File: src/rtl/dmem_arbiter.sv
// Two-requester data-memory arbiter: combinational grant with bounded hold,
// combinational address/data mux, and per-requester registered read return.
module dmem_arbiter #(
  parameter int HOLD_MAX = 2
) (
  input  logic        clk,
  input  logic        reset,
  input  logic        req0,
  input  logic        we0,
  input  logic [31:0] a0,
  input  logic [31:0] wd0,
  output logic        gnt0,
  output logic        rvalid0,
  output logic [31:0] rd0,
  input  logic        req1,
  input  logic        we1,
  input  logic [31:0] a1,
  input  logic [31:0] wd1,
  output logic        gnt1,
  output logic        rvalid1,
  output logic [31:0] rd1,
  output logic        mem_we,
  output logic [31:0] mem_a,
  output logic [31:0] mem_wd,
  input  logic [31:0] mem_rd
);

  localparam logic [3:0] HOLD_LIM = 4'(HOLD_MAX);

  logic       owner;
  logic [3:0] hold_cnt;

  // Lone requester always wins; on a tie the owner keeps the port until its
  // hold budget is spent, then the other side gets it.
  always_comb begin
    gnt0 = 1'b0;
    gnt1 = 1'b0;
    if (!reset) begin
      if (req0 && !req1) begin
        gnt0 = 1'b1;
      end else if (req1 && !req0) begin
        gnt1 = 1'b1;
      end else if (req0 && req1) begin
        if (hold_cnt < HOLD_LIM) begin
          gnt0 = ~owner;
          gnt1 = owner;
        end else begin
          gnt0 = owner;
          gnt1 = ~owner;
        end
      end
    end
  end

  always_comb begin
    mem_we = 1'b0;
    mem_a  = 32'h0;
    mem_wd = 32'h0;
    if (gnt0) begin
      mem_we = we0;
      mem_a  = a0;
      mem_wd = wd0;
    end else if (gnt1) begin
      mem_we = we1;
      mem_a  = a1;
      mem_wd = wd1;
    end
  end

  // owner resets to requester 0 so the first contested grant after reset
  // goes to requester 0.
  always_ff @(posedge clk) begin
    if (reset) begin
      owner    <= 1'b0;
      hold_cnt <= 4'd0;
      rvalid0  <= 1'b0;
      rvalid1  <= 1'b0;
      rd0      <= 32'h0;
      rd1      <= 32'h0;
    end else begin
      if (gnt0 || gnt1) begin
        if (gnt1 == owner) begin
          hold_cnt <= (hold_cnt == 4'd15) ? 4'd15 : hold_cnt + 4'd1;
        end else begin
          owner    <= gnt1;
          hold_cnt <= 4'd1;
        end
      end else begin
        hold_cnt <= 4'd0;
      end
      rvalid0 <= gnt0 && !we0;
      rvalid1 <= gnt1 && !we1;
      if (gnt0 && !we0) rd0 <= mem_rd;
      if (gnt1 && !we1) rd1 <= mem_rd;
    end
  end

endmodule
File: config.mk
export PLATFORM = sky130hd
export DESIGN_NAME = dmem_arbiter
export DESIGN_NICKNAME = d
export VERILOG_FILES = /design/src/rtl/dmem_arbiter.sv
export SDC_FILE = /design/constraint.sdc
export NUM_CORES = 1
export LEC_CHECK = 0
export CORE_AREA = 2 2 115 117
export CTS_CLUSTER_SIZE = 25
export DETAILED_ROUTE_END_ITERATION = 8
export DIE_AREA = 0 0 117 119
export GPL_TIMING_DRIVEN = 0
export PLACE_DENSITY = 0.73
export SYNTH_ARGS = -nofsm -noshare
export SYNTH_HDL_FRONTEND = slang
export SYNTH_SLANG_ARGS = --single-unit
File: constraint.sdc
create_clock -name clk -period 3.6 [get_ports clk]
set_clock_uncertainty 0.2 [all_clocks]
set_input_delay 0.9 -clock clk [delete_from_list [all_inputs] [get_ports clk]]
set_output_delay 0.9 -clock clk [all_outputs]
set_load 0.02 [all_outputs]
Yosys cells after proc, flatten, opt, wreduce, memory -nomap -nowiden

Index checks and enable logic that the tools add are counted.

$add $sub $neg: 1
$mul: 0
Div/mod/pow operators: 0
$lt $le $gt $ge: 1
Eq/ne operators: 2
Shift-type cells: 0
Multiplexer cells: 18
Bitwise logic cells: 3
Reductions and logical operators: 13

Operators with widths:

| cell                                                       | count |
|---|---|
| 2-to-1 mux 32 bit                                          | 4 |
| 2-to-1 mux 1 bit                                           | 13 |
| logical AND 1 bit                                          | 5 |
| adder 4 x 1 -> 4 bit, second input constant                | 1 |
| equality test 4 bit, second input constant                 | 1 |
| zero test 1 bit                                            | 4 |
| less-than comparator 4 x 2 -> 1 bit, second input constant | 1 |
| 2-to-1 mux 4 bit                                           | 1 |
| NOT 1 bit                                                  | 3 |
| OR reduction 3 bit                                         | 1 |
| AND reduction 2 bit                                        | 1 |
| OR reduction 2 bit                                         | 1 |
| equality test 1 bit                                        | 1 |
| logical OR 1 bit                                           | 1 |

Register bits after elaboration: 71
Bits in latches: 0
Memory bits (writable): 0
ROM bits: 0
Bits of input ports: 166
Output and inout port bits: 133
Word-level logic and storage cells: 45
Memories: 0

Logic depth before layout (Yosys ltp)

Gate-level depths: netlist of the first run.

Word-level depth: 9
Depth in mapped cells: 7
Depth with buffers taken out: 4

Worst setup path before layout of the first run

No wires, ideal clock.

Kind: input to output
Start point: input req0
End point: output mem_a[0]
Data arrival time: 2.223 ns
Data required time: 2.500 ns
Path slack: 0.277 ns
Cell stages on the path: 7
Buffers on the path: 3
Path through: clkbuf_1 -> o311a_4 -> a211oi_2 -> buf_2 -> buf_4 -> a22oi_1 -> nor2_1

Cells in the longest elaborated chain, start to end: 7
Elaborated cells between the ends (all ways): 14
Those cells by class: mux (10); reduce/logical (4)

RTL lines:

| element                                               | RTL line | text |
|---|---|---|
| start: declaration                                    | 8        | `input logic req0,` |
| logical AND 1 bit or zero test 1 bit (tied branches)  | 43, 41   |  |
| 2-to-1 mux 1 bit or logical AND 1 bit (tied branches) | 43, 41   |  |
| 2-to-1 mux 1 bit                                      | 41       | `end else if (req1 && !req0) begin` |
| 2-to-1 mux 1 bit                                      | 39       | `if (req0 && !req1) begin` |
| 2-to-1 mux 1 bit                                      | 38       | `if (!reset) begin` |
| 2-to-1 mux 32 bit                                     | 63       | `end else if (gnt1) begin` |
| 2-to-1 mux 32 bit *                                   | 59       | `if (gnt0) begin` |
| end: declaration                                      | 23       | `output logic [31:0] mem_a,` |

Mark *: on every way between the ends. The rest lies on a longest branch, timed or not.

Worst setup path in the final report of the first run

Start point: input req1
End point: output mem_a[16]

Cells in the longest elaborated chain, start to end: 7
Elaborated cells between the ends (all ways): 14
Those cells by class: mux (10); reduce/logical (4)

RTL lines:

| element             | RTL line | text |
|---|---|---|
| start: declaration  | 15       | `input logic req1,` |
| logical AND 1 bit   | 43       | `end else if (req0 && req1) begin` |
| 2-to-1 mux 1 bit    | 43       |  |
| 2-to-1 mux 1 bit    | 41       |  |
| 2-to-1 mux 1 bit    | 39       |  |
| 2-to-1 mux 1 bit    | 38       |  |
| 2-to-1 mux 32 bit   | 63       |  |
| 2-to-1 mux 32 bit * | 59       |  |

Marks and branches as above.

==> results.json, run 1 <==
{
  "post-synth-top-area-cell": "dfxtp_1",
  "r2r_end": "rd1[3]$_SDFFE_PP0P_",
  "rsz0062_at_grt": "false",
  "relSlewSlack_pct": 53.73,
  "clk_pin_slew_ns": 0.06,
  "critPathKind": "in -> out",
  "routed_wl_um": 16870,
  "gr-total-overflow": 0,
  "drt_iter0_markers": 184,
  "p_total_mw": 2.509,
  "fin_crit_ns": 3.519,
  "synth_cell_types": 36,
  "die_h_um": 119,
  "vias_per_cell": 4.843,
  "ios": 299,
  "dieArea_sq_mm": 0.01392,
  "placementRows": 42,
  "start_util_pct": 28.20,
  "syn-num-nets": 645,
  "grt_pass1_wl_um": 24970,
  "wl_met2_um": 8512,
  "setup_viol": 0,
  "hpwl_um": 12820,
  "clock-root-buffer": "clkbuf_16",
  "critPathArrivalTime_ns": 2.42,
  "status": "finished clean",
  "met1_length_um": 6198,
  "max_freq_ghz": 0.2842,
  "crit_path_end_kind": "primary output",
  "ys_ff_latch": 71,
  "netlist_area_sq_mm": 0.003631,
  "cp_max_fo": 10,
  "h-tree-depth": 3,
  "reg2reg_from": "hold_cnt[2]$_SDFF_PP0_",
  "power_density_mw_per_mm2": 350.9,
  "highest_layer": "met4",
  "tightest_slew_ns": 0.6940,
  "cp-endpoint": "mem_a[16]",
  "wl_per_cell_um": 17.25,
  "grt_max_degree": 14,
  "synthFlopType": "dfxtp_1",
  "die_x_um": 117,
  "hold_class": "reg -> reg",
  "postSynthAreaPerCell_sq_um": 7.596,
  "clkSinkCount": 71,
  "required_ns": 2.50,
  "drive_above_1_share_pct": 20.72,
  "cts_tree": "built",
  "drv_cap": 0,
  "vias": 4736,
  "finish.instance_area_sq_mm": 0.007151,
  "drv_slew": 0,
  "r2r_slack_ns": 1.34,
  "yosys-top-cells-count": "129 x nand2_1, 71 x dfxtp_1, 67 x nor2_1",
  "synth_seq_area_share_pct": 39.15,
  "leakage_nw": 2.794,
  "gp_congestion": 0.8202,
  "io_buffers": 297,
  "clock_path_buffers": 2,
  "yosys-top-cells-area": "dfxtp_1 39%, a22oi_1 14%, nand2_1 13%",
  "antenna_found_initial": 1,
  "crit_start": "req1",
  "rr_worst_depth": 7,
  "ant_nets": 0,
  "synth_edf_count": 0,
  "finalCritPeriodShare_pct": 97.74,
  "layout.nets": 963,
  "numCtsBuffers": 9,
  "dr.pass1.iters": 5,
  "insertion_delay_ns": 0.33,
  "dpl_cell_area_sq_mm": 0.006824,
  "cp-start-kind": "primary input",
  "async_flop_share_pct": 0,
  "dr_wl_met3_um": 1631,
  "vdd_drop_max_mv": 0.3815,
  "syn_inst": 478,
  "holdPathStages": 2,
  "grt_pass1_vias": 4739,
  "track_usage_pct": 23.13,
  "final_hold_viol_count": 0,
  "syn2layout_area_growth_pct": 96.93,
  "netlist.area_leader.share_pct": 39.15,
  "core_sq_mm": 0.01287,
  "synth_most_common_cell": "nand2_1",
  "ys_warn_count": 0,
  "drc": 0
}
cells in the final DEF (no fill, tap or decap), types with 2 or more instances in the layout:
| cell type | n |
|---|---|
| a22oi_2 | 9 |
| buf_4 | 18 |
| buf_2 | 45 |
| clkbuf_16 | 9 |
| dfxtp_1 | 71 |
| nor2_2 | 2 |
| and2_1 | 2 |
| a22oi_1 | 57 |
| buf_6 | 9 |
| o211a_1 | 2 |
| dlygate4sd2_1 | 4 |
| a21oi_2 | 30 |
| clkinv_2 | 3 |
| a21oi_1 | 34 |
| nand2_1 | 129 |
| nor2_1 | 65 |
| nand3b_1 | 2 |
| clkbuf_2 | 15 |
| o31a_1 | 3 |
| clkdlybuf4s15_2 | 6 |
| buf_8 | 2 |
| clkdlybuf4s50_1 | 229 |
| inv_1 | 3 |
| nor2b_1 | 3 |
| clkbuf_8 | 2 |
| clkbuf_1 | 17 |
per-layer routing:
| metal | GRT usage (%) | up-vias |
|---|---|---|
| met1 | 24.21 | 2203 |
| met2 | 41.58 | 201 |
| li1 | - | 2292 |
| met3 | 7.176 | 40 |
| met4 | 10.44 | 0 |
| met5 | 0 | - |
worst min-delay path by stage:
stage / startpoint / to / slack [ns]
2_1_floorplan: hold_cnt[0]$_SDFF_PP0_ / hold_cnt[0]$_SDFF_PP0_ / 0.25
3_3_place_gp: rd0[11]$_SDFFE_PP0P_ / rd0[11]$_SDFFE_PP0P_ / 0.24
3_5_place_dp: rd0[16]$_SDFFE_PP0P_ / rd0[16]$_SDFFE_PP0P_ / 0.25
4_1_cts: rd0[16]$_SDFFE_PP0P_ / rd0[16]$_SDFFE_PP0P_ / 0.26
5_1_grt: rd0[16]$_SDFFE_PP0P_ / rd0[16]$_SDFFE_PP0P_ / 0.26
6_report: rd0[16]$_SDFFE_PP0P_ / rd0[16]$_SDFFE_PP0P_ / 0.25
kinds of logic after synthesis:
group,Yosys count,synth area share (%)
buffers and inverters,49,6.857
AOI/OAI and AO/OA,148,30.74
DFF,71,39.15
and+or+nand+nor,209,22.91
adders and majority gates,1,0.3445
final cells by class:
class | instances | area (sq um)
antenna | 1 | 2.502
multi-input combinational | 358 | 2041
fill | 1192 | 5724
tap | 176 | 220.2
clock inverter | 7 | 72.57
buffer | 44 | 285.3
inverter | 4 | 17.52
clock buffer | 9 | 225.2
timing repair buffer | 308 | 2865
sequential | 71 | 1421
flip-flops by register name, summed over array words and instances, names as in the netlist:
register and cells:
rd1 32, rvalid0 1, hold_cnt 4, rd0 32, rvalid1 1, owner 1
worst max-delay path, stage by stage:
cell             delay (ns)
clkdlybuf4s15_2        0.25
inv_4                  0.08
o31a_1                 0.35
buf_4                  0.19
buf_4                  0.18
a22oi_1                0.18
nor2_2                 0.11
buf_6                  0.17
metrics by stage:
stage	setup slack (ns)	hold WS [ns]	utilization (%)	std cells	setup TNS, ns
detailed placement	-1.107	0.2483	53.00	951	-58.53
global placement	-1.068	0.2418	53.00	951	-54.94
global route	0.01001	0.2650	55.52	977	0
floorplan	0.2767	0.2463	-	478	0
finish	0.08118	0.2524	55.54	978	0
CTS	0.001051	0.2565	55.58	978	0
power by group:
| group | leakage, nW | internal (mW) | total (mW) | switching (mW) |
|---|---|---|---|---|
| sequential | 0.579 | 0.823 | 0.843 | 0.0203 |
| clock | 0.147 | 0.538 | 0.896 | 0.358 |
| combinational | 2.07 | 0.391 | 0.770 | 0.379 |
| total | 2.79 | 1.75 | 2.51 | 0.757 |
timing repair:
item,in CTS,in global routing
resized for setup,251,40
hold buffers,0,0
buffers inserted,8,0
cloned,3,0
pin swaps,3,0
endpoints found under the setup margin,67,47
Power figures use the tool's default switching activity.
==> run 2: changes to the inputs <==
CORE_AREA = 2 2 117 119   (was 2 2 115 117)
CTS_BUF_LIST = sky130_fd_sc_hd__clkbuf_4   (was not set)
DIE_AREA = 0 0 119 121   (was 0 0 117 119)
PLACE_DENSITY = 0.7   (was 0.73)
SLEW_MARGIN = 20   (was not set)
==> run 2 against run 1 <==
Net effect: via count down 0.36%; non-clock buffer count down 1; routed wire length down 2.1%; critical endpoint is now mem_a[3]; highest routed layer unchanged.
==> results.json, run 2 (synthesized netlist as in run 1, its figures left out) <==
{
  "status": "finished clean",
  "final_hold_viol_count": 0,
  "grt_pass1_wl_um": 25010,
  "layout_commonest_cell": "clkdlybuf4s50_1",
  "leakage_nw": 2.715,
  "core_sq_mm": 0.01309,
  "hpwl_um": 12700,
  "drv_slew": 0,
  "setup_ws_ns": 0.07756,
  "critPathArrivalTime_ns": 2.42,
  "drc": 0,
  "placementRows": 42,
  "power_density_mw_per_mm2": 302.5,
  "hold_class": "reg -> reg",
  "dieArea_sq_mm": 0.01440,
  "path_cells": "clkbuf_2 -> clkbuf_8 -> o311a_4 -> a211oi_4 -> buf_6 -> buf_6 -> a22oi_1 -> nor2_1 -> buf_4",
  "wl_per_cell_um": 16.91,
  "clkSinkCount": 71,
  "grt_pass1_vias": 4671,
  "diodes": 0,
  "max_stage_delay_ns": 0.36,
  "syn2layout_area_growth_pct": 94.14,
  "grt_max_degree": 14,
  "clock_path_buffers": 2,
  "cp-start-kind": "primary input",
  "fin_crit_ns": 3.522,
  "layout_common_cells": "229 x clkdlybuf4s50_1, 129 x nand2_1, 69 x dfxtp_1, 67 x nor2_1, 59 x a22oi_1",
  "crit_path_end_kind": "primary output",
  "top_regs": "rd0 x32, rd1 x32, hold_cnt x4",
  "vias": 4719,
  "dr.pass1.iters": 5,
  "gr-total-overflow": 0,
  "rsz0062_at_grt": "true",
  "holdWs_ns": 0.2617,
  "pre_cts_slack_ns": -1.054,
  "die_x_um": 119,
  "setup_viol": 0,
  "cp_max_fo": 10,
  "io_buffers": 297,
  "die_h_um": 121,
  "drive_above_1_share_pct": 20.50,
  "critPathKind": "in -> out",
  "crit_family": "buffers and inverters",
  "max_freq_ghz": 0.2839,
  "required_ns": 2.50,
  "vdd_drop_max_mv": 0.2545,
  "routed_wl_um": 16510,
  "drt_iter0_markers": 244,
  "track_usage_pct": 21.89,
  "ios": 299,
  "cts_tree": "built",
  "antenna_found_initial": 0,
  "h-tree-depth": 3,
  "drv_cap": 0,
  "cpMostUsedCell": "buf_6",
  "fin_setup_tns_ns": 0,
  "finalCritPeriodShare_pct": 97.85,
  "clk_pin_slew_ns": 0.11,
  "vias_per_cell": 4.835,
  "finish.utilization_pct": 53.87,
  "cts_hold_buffers": 0,
  "cp_slowest_cell": "a211oi_4",
  "start_util_pct": 27.75,
  "cp_num_buf_inv": 5,
  "ant_nets": 0,
  "r2r_slack_ns": 1.38,
  "numCtsBuffers": 9,
  "layout.nets": 962,
  "tightest_slew_ns": 0.6920,
  "insertion_delay_ns": 0.41,
  "gp_congestion": 0.8521,
  "relSlewSlack_pct": 53.87,
  "clock-root-buffer": "clkbuf_4"
}
[run 2: through the flow]
stage | cell area (sq um) | cells | power, mW
after floorplan | 3631 | 478 | 1.190
after global placement | 6824 | 951 | 1.601
after detailed placement | 6824 | 951 | 1.613
after CTS | 6920 | 971 | 2.125
after global routing | 7049 | 976 | 2.241
final | 7049 | 976 | 2.132
[run 2: routing by layer]
layer	track usage, %	part of all wire [%]
met1	24.43	38
met2	39.08	51
met3	7.754	8.9
met4	6.548	2.0
met5	0	0
[run 2: power by group]
part	internal, mW	switching [mW]	total, mW
logic	0.395	0.375	0.770
clock network	0.213	0.307	0.520
registers	0.822	0.0205	0.843
[run 2: worst paths after layout]
kind / startpoint / end / depth (start not counted)
hold / removal: rd0[17]$_SDFFE_PP0P_ / rd0[17]$_SDFFE_PP0P_ / 2
setup / recovery: req0 / mem_a[3] / 9
setup reg to reg: hold_cnt[2]$_SDFF_PP0_ / rd1[2]$_SDFFE_PP0P_ / 7
hold reg to reg: rd0[17]$_SDFFE_PP0P_ / rd0[17]$_SDFFE_PP0P_ / 2
[run 2: worst register-to-register path: stages, from the launching register on]
cell       delay [ns]
dfxtp_2          0.33
buf_6            0.13
o311a_4          0.39
buf_4            0.15
a2111oi_4        0.56
buf_6            0.22
nand2_1          0.07
a21oi_2          0.12
[run 2: layout make-up]
cell class	count	area, sq um
buffer	45	307.8
clock buffer	9	67.56
clock inverter	7	70.07
fill	1256	6036
inverter	4	17.52
multi-input combinational	358	2026
sequential	71	1424
tap	176	220.2
timing repair buffer	306	2917
[run 2: repair_timing]
item | in CTS | in global routing
cloned | 1 | 3
buffers inserted | 14 | 2
setup endpoints to repair | 67 | 64
resized for setup | 279 | 46
pin swaps | 1 | 8
==> run 3: changes to the inputs <==
CTS_CLUSTER_DIAMETER = 200   (was not set)
==> results of run 3 <==
No change in the layout: final DEF, timing and power equal those of run 2.
